===== src/rtl/ws2812b_frame_sequencer.sv =====
// WS2812B frame sequencer: serialises GRB pixel words MSB-first to the NRZ encoder, then holds the latch interval.
// Optional build macro WS2812B_BRIGHTNESS_EN adds brightness[7:0], which scales each channel when a word is captured.
//
// state | meaning
// IDLE  | waiting for start
// LOAD  | waiting for the first pixel word of the frame
// SEND  | serialising the shift register, prefetching the next word into hold
// LATCH | line held low for the reset interval, then frame_done
module ws2812b_frame_sequencer #(
   parameter int LED_COUNT             = 8,
   parameter int BITS_PER_LED          = 24,
   parameter int BIT_PERIOD_CLK_COUNTS = 63,
   parameter int LATCH_CLK_COUNTS      = 2500
) (
   input  logic                    clk,
   input  logic                    reset,
   input  logic                    start,
   input  logic [BITS_PER_LED-1:0] pixel_data,
   input  logic                    pixel_valid,
`ifdef WS2812B_BRIGHTNESS_EN
   input  logic [7:0]              brightness,
`endif
   output logic                    pixel_ready,
   output logic                    bit_trigger,
   output logic                    bit_to_code,
   output logic                    busy,
   output logic                    frame_done,
   output logic                    underrun
);

   localparam int LED_W = (LED_COUNT > 1) ? $clog2(LED_COUNT) : 1;
   localparam int ACC_W = $clog2(LED_COUNT + 1);
   localparam int BIT_W = (BITS_PER_LED > 1) ? $clog2(BITS_PER_LED) : 1;
   localparam int TMR_W = (BIT_PERIOD_CLK_COUNTS > 1) ? $clog2(BIT_PERIOD_CLK_COUNTS) : 1;
   localparam int LAT_W = (LATCH_CLK_COUNTS > 1) ? $clog2(LATCH_CLK_COUNTS) : 1;

   localparam logic [LED_W-1:0] LED_LAST = LED_W'(LED_COUNT - 1);
   localparam logic [ACC_W-1:0] ACC_MAX  = ACC_W'(LED_COUNT);
   localparam logic [BIT_W-1:0] BIT_LAST = BIT_W'(BITS_PER_LED - 1);
   localparam logic [TMR_W-1:0] TMR_LAST = TMR_W'(BIT_PERIOD_CLK_COUNTS - 1);
   localparam logic [LAT_W-1:0] LAT_LAST = LAT_W'(LATCH_CLK_COUNTS - 1);

   localparam logic [1:0] S_IDLE  = 2'd0;
   localparam logic [1:0] S_LOAD  = 2'd1;
   localparam logic [1:0] S_SEND  = 2'd2;
   localparam logic [1:0] S_LATCH = 2'd3;

   logic [1:0]              state;
   logic [BITS_PER_LED-1:0] shift;
   logic [BITS_PER_LED-1:0] hold;
   logic                    hold_full;
   logic [BIT_W-1:0]        bit_idx;
   logic [TMR_W-1:0]        bit_timer;
   logic [LED_W-1:0]        led_idx;
   logic [ACC_W-1:0]        words_accepted;
   logic [LAT_W-1:0]        latch_timer;
   logic [BITS_PER_LED-1:0] captured;
   logic                    xfer;
   logic                    wrap;
   logic                    last_bit;

`ifdef WS2812B_BRIGHTNESS_EN
   // Per channel: (c * (brightness + 1)) >> 8, truncating.
   always_comb begin
      captured = pixel_data;
      for (int ch = 0; ch < BITS_PER_LED / 8; ch++) begin
         captured[ch*8 +: 8] = 8'(({8'd0, pixel_data[ch*8 +: 8]} * ({8'd0, brightness} + 16'd1)) >> 8);
      end
   end
`else
   assign captured = pixel_data;
`endif

   always_comb begin
      pixel_ready = 1'b0;
      case (state)
         S_LOAD:  pixel_ready = 1'b1;
         S_SEND:  pixel_ready = !hold_full && (words_accepted < ACC_MAX);
         default: pixel_ready = 1'b0;
      endcase
   end

   assign xfer        = pixel_valid && pixel_ready;
   assign wrap        = (bit_timer == TMR_LAST);
   assign last_bit    = (bit_idx == BIT_LAST);
   assign bit_trigger = (state == S_SEND) && (bit_timer == '0);
   assign busy        = (state != S_IDLE);

   always_ff @(posedge clk) begin
      if (reset) begin
         state          <= S_IDLE;
         shift          <= '0;
         hold           <= '0;
         hold_full      <= 1'b0;
         bit_idx        <= '0;
         bit_timer      <= '0;
         led_idx        <= '0;
         words_accepted <= '0;
         latch_timer    <= '0;
         bit_to_code    <= 1'b0;
         frame_done     <= 1'b0;
         underrun       <= 1'b0;
      end else begin
         frame_done <= 1'b0;
         underrun   <= 1'b0;
         case (state)
            S_IDLE: begin
               if (start) begin
                  state          <= S_LOAD;
                  words_accepted <= '0;
                  led_idx        <= '0;
                  hold_full      <= 1'b0;
               end
            end
            S_LOAD: begin
               if (xfer) begin
                  shift          <= captured;
                  bit_to_code    <= captured[BITS_PER_LED-1];
                  bit_idx        <= '0;
                  bit_timer      <= '0;
                  words_accepted <= words_accepted + 1'b1;
                  state          <= S_SEND;
               end
            end
            S_SEND: begin
               if (xfer) begin
                  hold           <= captured;
                  hold_full      <= 1'b1;
                  words_accepted <= words_accepted + 1'b1;
               end
               if (wrap) begin
                  bit_timer <= '0;
                  if (!last_bit) begin
                     shift       <= {shift[BITS_PER_LED-2:0], 1'b0};
                     bit_to_code <= shift[BITS_PER_LED-2];
                     bit_idx     <= bit_idx + 1'b1;
                  end else if (led_idx == LED_LAST) begin
                     state       <= S_LATCH;
                     latch_timer <= '0;
                     bit_to_code <= 1'b0;
                  end else if (hold_full) begin
                     // Next pixel starts on the very next cycle, no gap on the line.
                     shift       <= hold;
                     bit_to_code <= hold[BITS_PER_LED-1];
                     hold_full   <= 1'b0;
                     led_idx     <= led_idx + 1'b1;
                     bit_idx     <= '0;
                  end else begin
                     state       <= S_LATCH;
                     latch_timer <= '0;
                     bit_to_code <= 1'b0;
                     underrun    <= 1'b1;
                  end
               end else begin
                  bit_timer <= bit_timer + 1'b1;
               end
            end
            default: begin
               if (latch_timer == LAT_LAST) begin
                  frame_done <= 1'b1;
                  state      <= S_IDLE;
               end else begin
                  latch_timer <= latch_timer + 1'b1;
               end
            end
         endcase
      end
   end

endmodule


===== config.mk =====
export PLATFORM = sky130hd
export DESIGN_NAME = ws2812b_frame_sequencer
export DESIGN_NICKNAME = d
export VERILOG_FILES = /design/src/rtl/ws2812b_frame_sequencer.sv
export SDC_FILE = /design/constraint.sdc
export NUM_CORES = 1
export LEC_CHECK = 0
export CAP_MARGIN = 30
export CELL_PAD_IN_SITES_DETAIL_PLACEMENT = 1
export CELL_PAD_IN_SITES_GLOBAL_PLACEMENT = 1
export CORE_ASPECT_RATIO = 0.6
export CORE_UTILIZATION = 43
export DETAILED_ROUTE_END_ITERATION = 8
export PLACE_DENSITY = 0.83
export SETUP_SLACK_MARGIN = 0.4
export SYNTH_ARGS = -nofsm -noshare
export SYNTH_HDL_FRONTEND = slang
export SYNTH_SLANG_ARGS = --single-unit

===== constraint.sdc =====
create_clock -name clk -period 2.9 [get_ports clk]
set_clock_uncertainty 0.1 [all_clocks]
set_input_delay 0.87 -clock clk [delete_from_list [all_inputs] [get_ports clk]]
set_output_delay 0.87 -clock clk [all_outputs]
set_load 0.02 [all_outputs]

* Yosys cells after proc, flatten, opt, wreduce, memory -nomap -nowiden *
Index checks and enable logic that the tools add are counted.

operators by class
  reduce and logical (&&, ||, !) cells = 24
  bitwise operators = 4
  equality and inequality tests = 17
  mux-type cells = 54
  order comparisons = 1
  add/sub/neg operators = 5

operators by type and width
  operator               number
  $mux 23                5
  $mux 12                5
  $pmux 23 s2            1
  $mux 5                 5
  $pmux 12 s2            1
  $mux 3                 5
  $mux 2                 7
  $ne 2x2->1 const B     7
  $mux 1                 13
  $add 12x1->12 const B  1
  $eq 12x12->1 const B   1
  $mux 6                 2
  $pmux 6 s2             1
  $reduce_and 6->1       2
  $pmux 5 s2             1
  $reduce_and 5->1       2
  $mux 4                 2
  $pmux 4 s2             1
  $reduce_bool 2->1      4
  $add 6x1->6 const B    1
  $eq 6x6->1 const B     1
  $logic_not 6->1        1
  $ne 3x3->1 const B     2
  $pmux 1 s2             3
  22 further kinds       31

storage, ports and cells
  register bits after elaboration = 83
  input bits = 28
  output and inout bits = 6
  word-level logic and storage cells = 117

* Depth between registers and ports, before layout *
Gate-level depths: netlist of the first run.

  word-level depth = 10
  depth in mapped cells = 10
  mapped depth without buffers = 7

* Worst setup path before layout of the first run *
Ideal clock, no wire load.

  kind = register to output
  start = register state[0]
  end = output port bit_trigger
  stages on the path, launching flop included = 7
  data required time = 1930 ps
  data arrival time = 1516 ps
  buffers on the path = 3
  path slack = 414 ps
  cells stage by stage = dfxtp_1 > inv_1 > ha_1 > buf_2 > clkbuf_1 > clkbuf_1 > and3_1

between the ends
  cells in the longest elaborated chain, start to end = 2

RTL lines
  what                      line  RTL
  start: declaration        48    logic [1:0] state;
  start signal: assignment  91    state <= S_IDLE;
  start signal: assignment  109   state <= S_LOAD;
  start signal: assignment  122   state <= S_SEND;
  $eq 2x2->1                86    assign bit_trigger = (state == S_SEND) && (bit_timer == '0);
  $logic_and 1x1->1         86
  end: declaration          24    output logic bit_trigger,

No other way between the ends.

* Final worst setup path of the first run *
Same ends and word-level chain as after synthesis.

==> reports/summary.txt, run 1 <==
Setup slack of the most critical reg-to-reg path: 480 ps
Max Cap Violations: 0
Crit Path Class: flip-flop to output port
DRC viols: 0
Synth Flop Type: dfxtp_1
Clock power frac: 28.5%
Mean Syn Cell Area: 8.21 um2
Root buf cell: clkbuf_16
GPL Wtd Cong: 0.872
Pwr Density: 819 nW/um2
Total die area: 9810 um2
Worst path max stage delay: 340 ps
Max IR drop VDD: 0.389 mV
I/O Buffers: 33
Syn nets: 533
Critical path arrival: 1590 ps
GRT Util Overall: 25.4%
RSZ-0062 raised after global routing: yes
P_sw: 1.45 mW
# IOs: 34
Leak pwr: 1.90 nW
Post-synth EDFFs: 0
Drt first pass iters: 4
Via density: 5.62
Synth top area share: 41.1%
Routed wire length: 11600 um
Vias in the first global route: 3760
Cell variety after synth: 50
Minimum clock period: 2560 ps
Number of synthesized register bits: 83
Net Sw Frac: 35.8%
# clock sinks: 83
Crit. End Element: output port
Fin. max-slew vios: 0
Bufs on Longest Clock Path: 2
DR iter-0 viols: 211
Dpl ws: 144 ps
# diodes: 0
Row cnt: 26
Fmax: 391 MHz
Post-synth top cells: dfxtp_1 (83), nand2_1 (83), nor2_1 (82)
Seq/Total Area, Yosys: 41.1%
Fraction of layout cells with a size suffix above 1: 10.2%
Clock tree from TritonCTS: yes
Final Net Count: 568
Post-synthesis cell count: 493
CP max FO: 32
Final hold violation count: 0
Final core utilization: 56.1%
Die height: 77.1 um
Total negative slack: 0 ps
Setup crit start kind: flip-flop
Setup Viol. Count Final: 0
Area grow syn2layout: 22.3%
Comb pwr share: 36.5%
Cell Chain, Critical Path: inv_2, ha_4, buf_12, and3_1, clkdlybuf4s15_1
Period utilization: 88.1%
Core box area: 8820 um2
Largest net degree at the start of global routing: 52
Grt ovf: 0
CP bufs+invs: 3
Final ANT Viol Nets: 0
Reg power frac: 35.0%
Top post-synthesis cells by area: dfxtp_1 (41%), nand2_1 (7.7%), nor2_1 (7.6%)
Dominant cell type by area after synthesis: dfxtp_1
Setup ws final: 345 ps
CP required: 1930 ps
Critical path's slowest cell: dfxtp_2
CTS Buf Count: 9
Global-route wire length before repair: 19300 um
Post-Syn Area: 4050 um2
Status: complete, no violations
Worst-path clk slew: 60 ps
Initial antenna violation count: 0
DR vias: 3701
Chip width: 127 um
H-tree lvl count: 3
Clock Latency Late Sink: 340 ps
Synth async-reset ratio: 0%
Relative slew slack: 52.2%
Crit-path leading delay family: buffers and inverters
Yosys warns: 0
Slew @ Worst Pin: 711 ps
DP Wirelength: 7660 um
Int Pwr: 2.61 mW
Avg WL per Cell: 17.6 um
Initial Util: 45.9%
Hold/Removal Path Class: flip-flop to flip-flop
Hold Worst Slack: 358 ps
==> flip-flops by register name, indices dropped and copies added, names as in the netlist, 2 cells and up <==
signal          flops
led_idx             3
bit_timer           6
words_accepted      4
shift              23
latch_timer        12
state               2
hold               24
bit_idx             5
==> worst register-to-register path, delay by kind of cell, from the launching register on <==
family          cells  cell delay, ps
fa+ha+maj           1             220
flops               1             380
xor+xnor            1             160
buf+inv             3             490
simple gates        3             760
compound gates      1             190
==> through the flow <==
stage,instances,cell area (um2),power (mW)
floorplan,493,4050,2.33
global placement,641,4590,2.78
detailed placement,641,4590,2.84
CTS,656,4920,4.04
global route,658,4950,4.28
finish,658,4950,4.06
==> power by group through the flow <==
stage | clock [mW] | sequential, mW | combinational [mW]
floorplan | 0 | 1.41 | 0.922
detailed placement | 0 | 1.43 | 1.41
global placement | 0 | 1.42 | 1.37
finish | 1.16 | 1.42 | 1.48
CTS | 1.17 | 1.41 | 1.45
global route | 1.22 | 1.43 | 1.62
==> cells in the final DEF (no fill, tap or decap), types with 2 or more instances in the layout <==
cell             count
nand2b_1             5
and3_1               4
inv_1                8
a41oi_1              2
nor4_1               8
a21oi_1             35
or4_1                2
o211ai_1             3
buf_12               3
clkdlybuf4s50_1     29
buf_4               19
a31oi_1              3
nand3_1             13
ha_1                10
nor4_2               2
mux2_2               3
nand2_1             83
o21ai_1              2
dfxtp_2              2
dfxtp_1             81
mux2i_1             28
nor2b_1              2
or3_1                3
o21ai_0              8
nand4_1              2
nor2_1              81
a22oi_1              4
a311o_1             22
nand4b_1             2
xor2_1               2
clkbuf_16            9
xnor2_1             10
a311oi_1             2
a21o_1               3
nor3_1               5
==> routing by layer <==
metal	wire, um	share of wire (%)	vias to the layer above	track usage, %
met5	0	0	-	0
met4	87	0.75	0	5.48
met3	602	5.2	11	6.21
met2	5410	47	72	41.2
met1	5480	47	1816	34.0
li1	-	-	1802	-
==> timing repair <==
| action | in CTS | in global routing |
|---|---|---|
| pin swaps | 0 | 1 |
| cloned | 0 | 0 |
| buffers inserted | 0 | 2 |
| hold endpoints to repair | 0 | 0 |
| hold buffers | 0 | 0 |
| resized for setup | 17 | 4 |
| setup endpoints to repair | 8 | 5 |
==> kinds of logic (layout without fill, tap and decap cells) <==
family	after synthesis	after routing	synth area share, %
xor gates and xnor gates	12	12	2.60
and+or+nand+nor	222	222	24.5
buffers and inverters	40	79	3.96
AOI/OAI and AO/OA	93	93	16.4
DFF	83	83	41.1
adders and majority gates	12	12	3.71
muxes	31	31	7.76
==> area by class of cell <==
cell class | instances | area (um2)
Multi-Input combinational cell | 370 | 2280
Clock buffer | 11 | 243
Clock inverter | 4 | 51.3
Timing Repair Buffer | 54 | 517
Inverter | 10 | 37.5
Sequential cell | 83 | 1660
Fill cell | 1063 | 3870
Tap cell | 126 | 158
==> worst paths after layout <==
path             from         endpoint  cells past startpoint
max          state[0]      bit_trigger                      5
max reg2reg  state[1]  latch_timer[11]                      9
min reg2reg  shift[4]         shift[4]                      2
min          shift[4]         shift[4]                      2
No activity file was read; power rests on OpenSTA's default activity.
==> run 2: changes to the inputs <==
--- a/config.mk
+++ b/config.mk
@@ -5,14 +5,16 @@
 export SDC_FILE = /design/constraint.sdc
 export NUM_CORES = 1
 export LEC_CHECK = 0
+export ABC_AREA = 1
 export CAP_MARGIN = 30
 export CELL_PAD_IN_SITES_DETAIL_PLACEMENT = 1
 export CELL_PAD_IN_SITES_GLOBAL_PLACEMENT = 1
 export CORE_ASPECT_RATIO = 0.6
-export CORE_UTILIZATION = 43
+export CORE_UTILIZATION = 42
 export DETAILED_ROUTE_END_ITERATION = 8
-export PLACE_DENSITY = 0.83
+export PLACE_DENSITY = 0.84
 export SETUP_SLACK_MARGIN = 0.4
+export SLEW_MARGIN = 10
 export SYNTH_ARGS = -nofsm -noshare
 export SYNTH_HDL_FRONTEND = slang
 export SYNTH_SLANG_ARGS = --single-unit
==> run 2 against run 1 <==
Compared with the run above:
- maximum frequency down 1.1%
- combinational power rose by 28%
- wire length is 8.0% higher
- critical path depth unchanged
- critical endpoint is now pixel_ready
- worst hold slack better by 5.5 ps
- cell count grew 19%
- sequential share of layout area shrank 0.14 points
- via count increased by 14%
- register-to-register slack better by 100 ps
==> reports/summary.txt, run 2 <==
Status: complete, no violations
Hold Path Origin: shift[14]
# IOs: 34
Final hold violation count: 0
Relative slew slack: 62.4%
Post-route cell area: 4960 um2
CTS Buf Count: 9
Post-synth top cells: nand2_1 (193), dfxtp_1 (83), a21oi_1 (63)
Post-CTS Setup Inserts: 0
RSZ-0062 raised after global routing: yes
Worst path max stage delay: 390 ps
Commonest non-fill, non-tap cell in the layout: nand2_1
Cell Chain, Critical Path: inv_1, ha_1, inv_1, a21oi_1, clkbuf_2
DP Wirelength: 8500 um
Largest regs: hold: 24 flops, shift: 23 flops, latch_timer: 12 flops
Final Net Count: 690
Routed wire length: 12500 um
Syn nets: 670
Most frequent cell after synthesis: nand2_1
Chip width: 132 um
Setup ws final: 317 ps
Synth Flop Type: dfxtp_1
Worst-path clk slew: 60 ps
Pwr Density: 904 nW/um2
Largest net degree at the start of global routing: 48
Bufs on Longest Clock Path: 2
Total placed instance area: 4670 um2
Cell variety after synth: 31
Reg2reg start: state[0]
Setup slack of the most critical reg-to-reg path: 580 ps
Seq/Total Area, Yosys: 39.3%
DR iter-0 viols: 276
Filler instances: 1249
Final ANT Viol Nets: 0
CP required: 1930 ps
Mean Syn Cell Area: 6.72 um2
GRT Util Overall: 25.7%
Most flops, register: hold
Avg WL per Cell: 15.9 um
Hold/Removal Path Class: flip-flop to flip-flop
Max Cap Violations: 0
Crit Path Class: flip-flop to output port
Post-Syn Area: 4230 um2
Initial antenna violation count: 0
Max IR drop VDD: 0.476 mV
Clock Latency Late Sink: 350 ps
# clock sinks: 83
DRC viols: 0
Global-route wire length before repair: 21300 um
CP bufs+invs: 3
Setup Viol. Count Final: 0
Reg2reg path depth: 12
# diodes: 0
Number of synthesized register bits: 83
Drt first pass iters: 5
Crit. End Element: output port
RR Endpoint: latch_timer[6]
Worst Hold Depth: 2
CP max FO: 3
Fmax: 387 MHz
Critical path arrival: 1610 ps
DR vias: 4237
Dpl ws: 158 ps
Via density: 5.40
Fraction of layout cells with a size suffix above 1: 7.95%
Commonest cells after routing, fill and taps aside: nand2_1 (192), dfxtp_1 (83), a21oi_1 (63)
Initial Util: 44.7%
Worst Setup SP: state[1]
Yosys warns: 0
Hold buffer count at CTS: 0
Worst path most repeated cell: inv_1
Total die area: 10500 um2
Die height: 79.8 um
Minimum clock period: 2580 ps
Post-synthesis cell count: 630
Grt ovf: 0
Top post-synthesis cells by area: dfxtp_1 (39%), nand2_1 (17%), a21oi_1 (7.5%)
Leak pwr: 1.91 nW
Core box area: 9460 um2
Root buf cell: clkbuf_16
Synth async-reset ratio: 0%
H-tree lvl count: 3
Resized Gates After CTS: 7
Synth top area share: 39.3%
Area of the multi-input gates: 2260 um2
GPL Wtd Cong: 0.842
I/O Buffers: 33
Clock tree from TritonCTS: yes
Post-synth EDFFs: 0
Area grow syn2layout: 17.3%
Hold Path End: shift[14]
Total negative slack: 0 ps
Row cnt: 27
Vias in the first global route: 4539
Slew @ Worst Pin: 564 ps
Largest register FFs: 24
Critical path's slowest cell: dfxtp_1
Crit-path leading delay family: flip-flops
Period utilization: 89.1%
Setup crit start kind: flip-flop
FF/Latch Area: 1660 um2
Fin. max-slew vios: 0
Dominant cell type by area after synthesis: dfxtp_1
-- run 2: metrics by stage --
stage	util, %	hold WS, ps	instances	total power [mW]
CTS	52.4	366	784	4.49
detailed placement	49.3	356	769	3.33
floorplan	-	343	630	2.73
finish	52.5	364	784	4.49
global route	52.5	383	784	4.78
global placement	49.3	352	769	3.24
-- run 2: cell type report --
| type | instances | area share [%] |
|---|---|---|
| multi-input combinational | 470 | 45.6 |
| timing repair buffer | 44 | 8.42 |
| inverter | 42 | 3.23 |
| clock inverter | 2 | 0.706 |
| sequential | 83 | 33.5 |
| clock buffer | 13 | 5.24 |
| tap | 130 | 3.28 |
-- run 2: logic make-up after synthesis --
group	share of synthesized area (%)
simple gates	34.3
fa+ha+maj	3.55
buf+inv	7.63
compound gates	13.8
xor+xnor	1.45
flops	39.3
-- run 2: worst max path at each step --
stage,to,slack (ps),cells after the start
global route,pixel_ready,270,5
CTS,pixel_ready,180,5
floorplan,bit_trigger,540,6
detailed placement,led_idx[2],160,7
global placement,led_idx[0],310,7
finish,pixel_ready,320,5
-- run 2: layer usage --
layer  track usage [%]  part of all wire [%]  routed length [um]  up-vias
met5                 0                     0                   0        -
met4              6.51                   1.2                 153        0
met3              7.24                   4.0                 494       15
met2              45.9                    48                5950       79
met1              30.5                    47                5900     2045
li1                  -                     -                   -     2098
-- run 2: worst reg2reg max path, cell delays in order, from the launching register on --
cell and delay (ps):
dfxtp_1 340, inv_1 100, ha_2 240, buf_4 330
inv_4 160, nor2_2 240, inv_2 60, nand2_1 80
nor2_2 60, nand2_2 130, buf_4 190, nand2_1 60
a21oi_1 150
-- run 2: where the power goes --
part           total, mW  switching (mW)  internal [mW]
clock               1.17           0.459          0.709
sequential          1.42           0.109           1.31
combinational       1.90            1.29          0.604
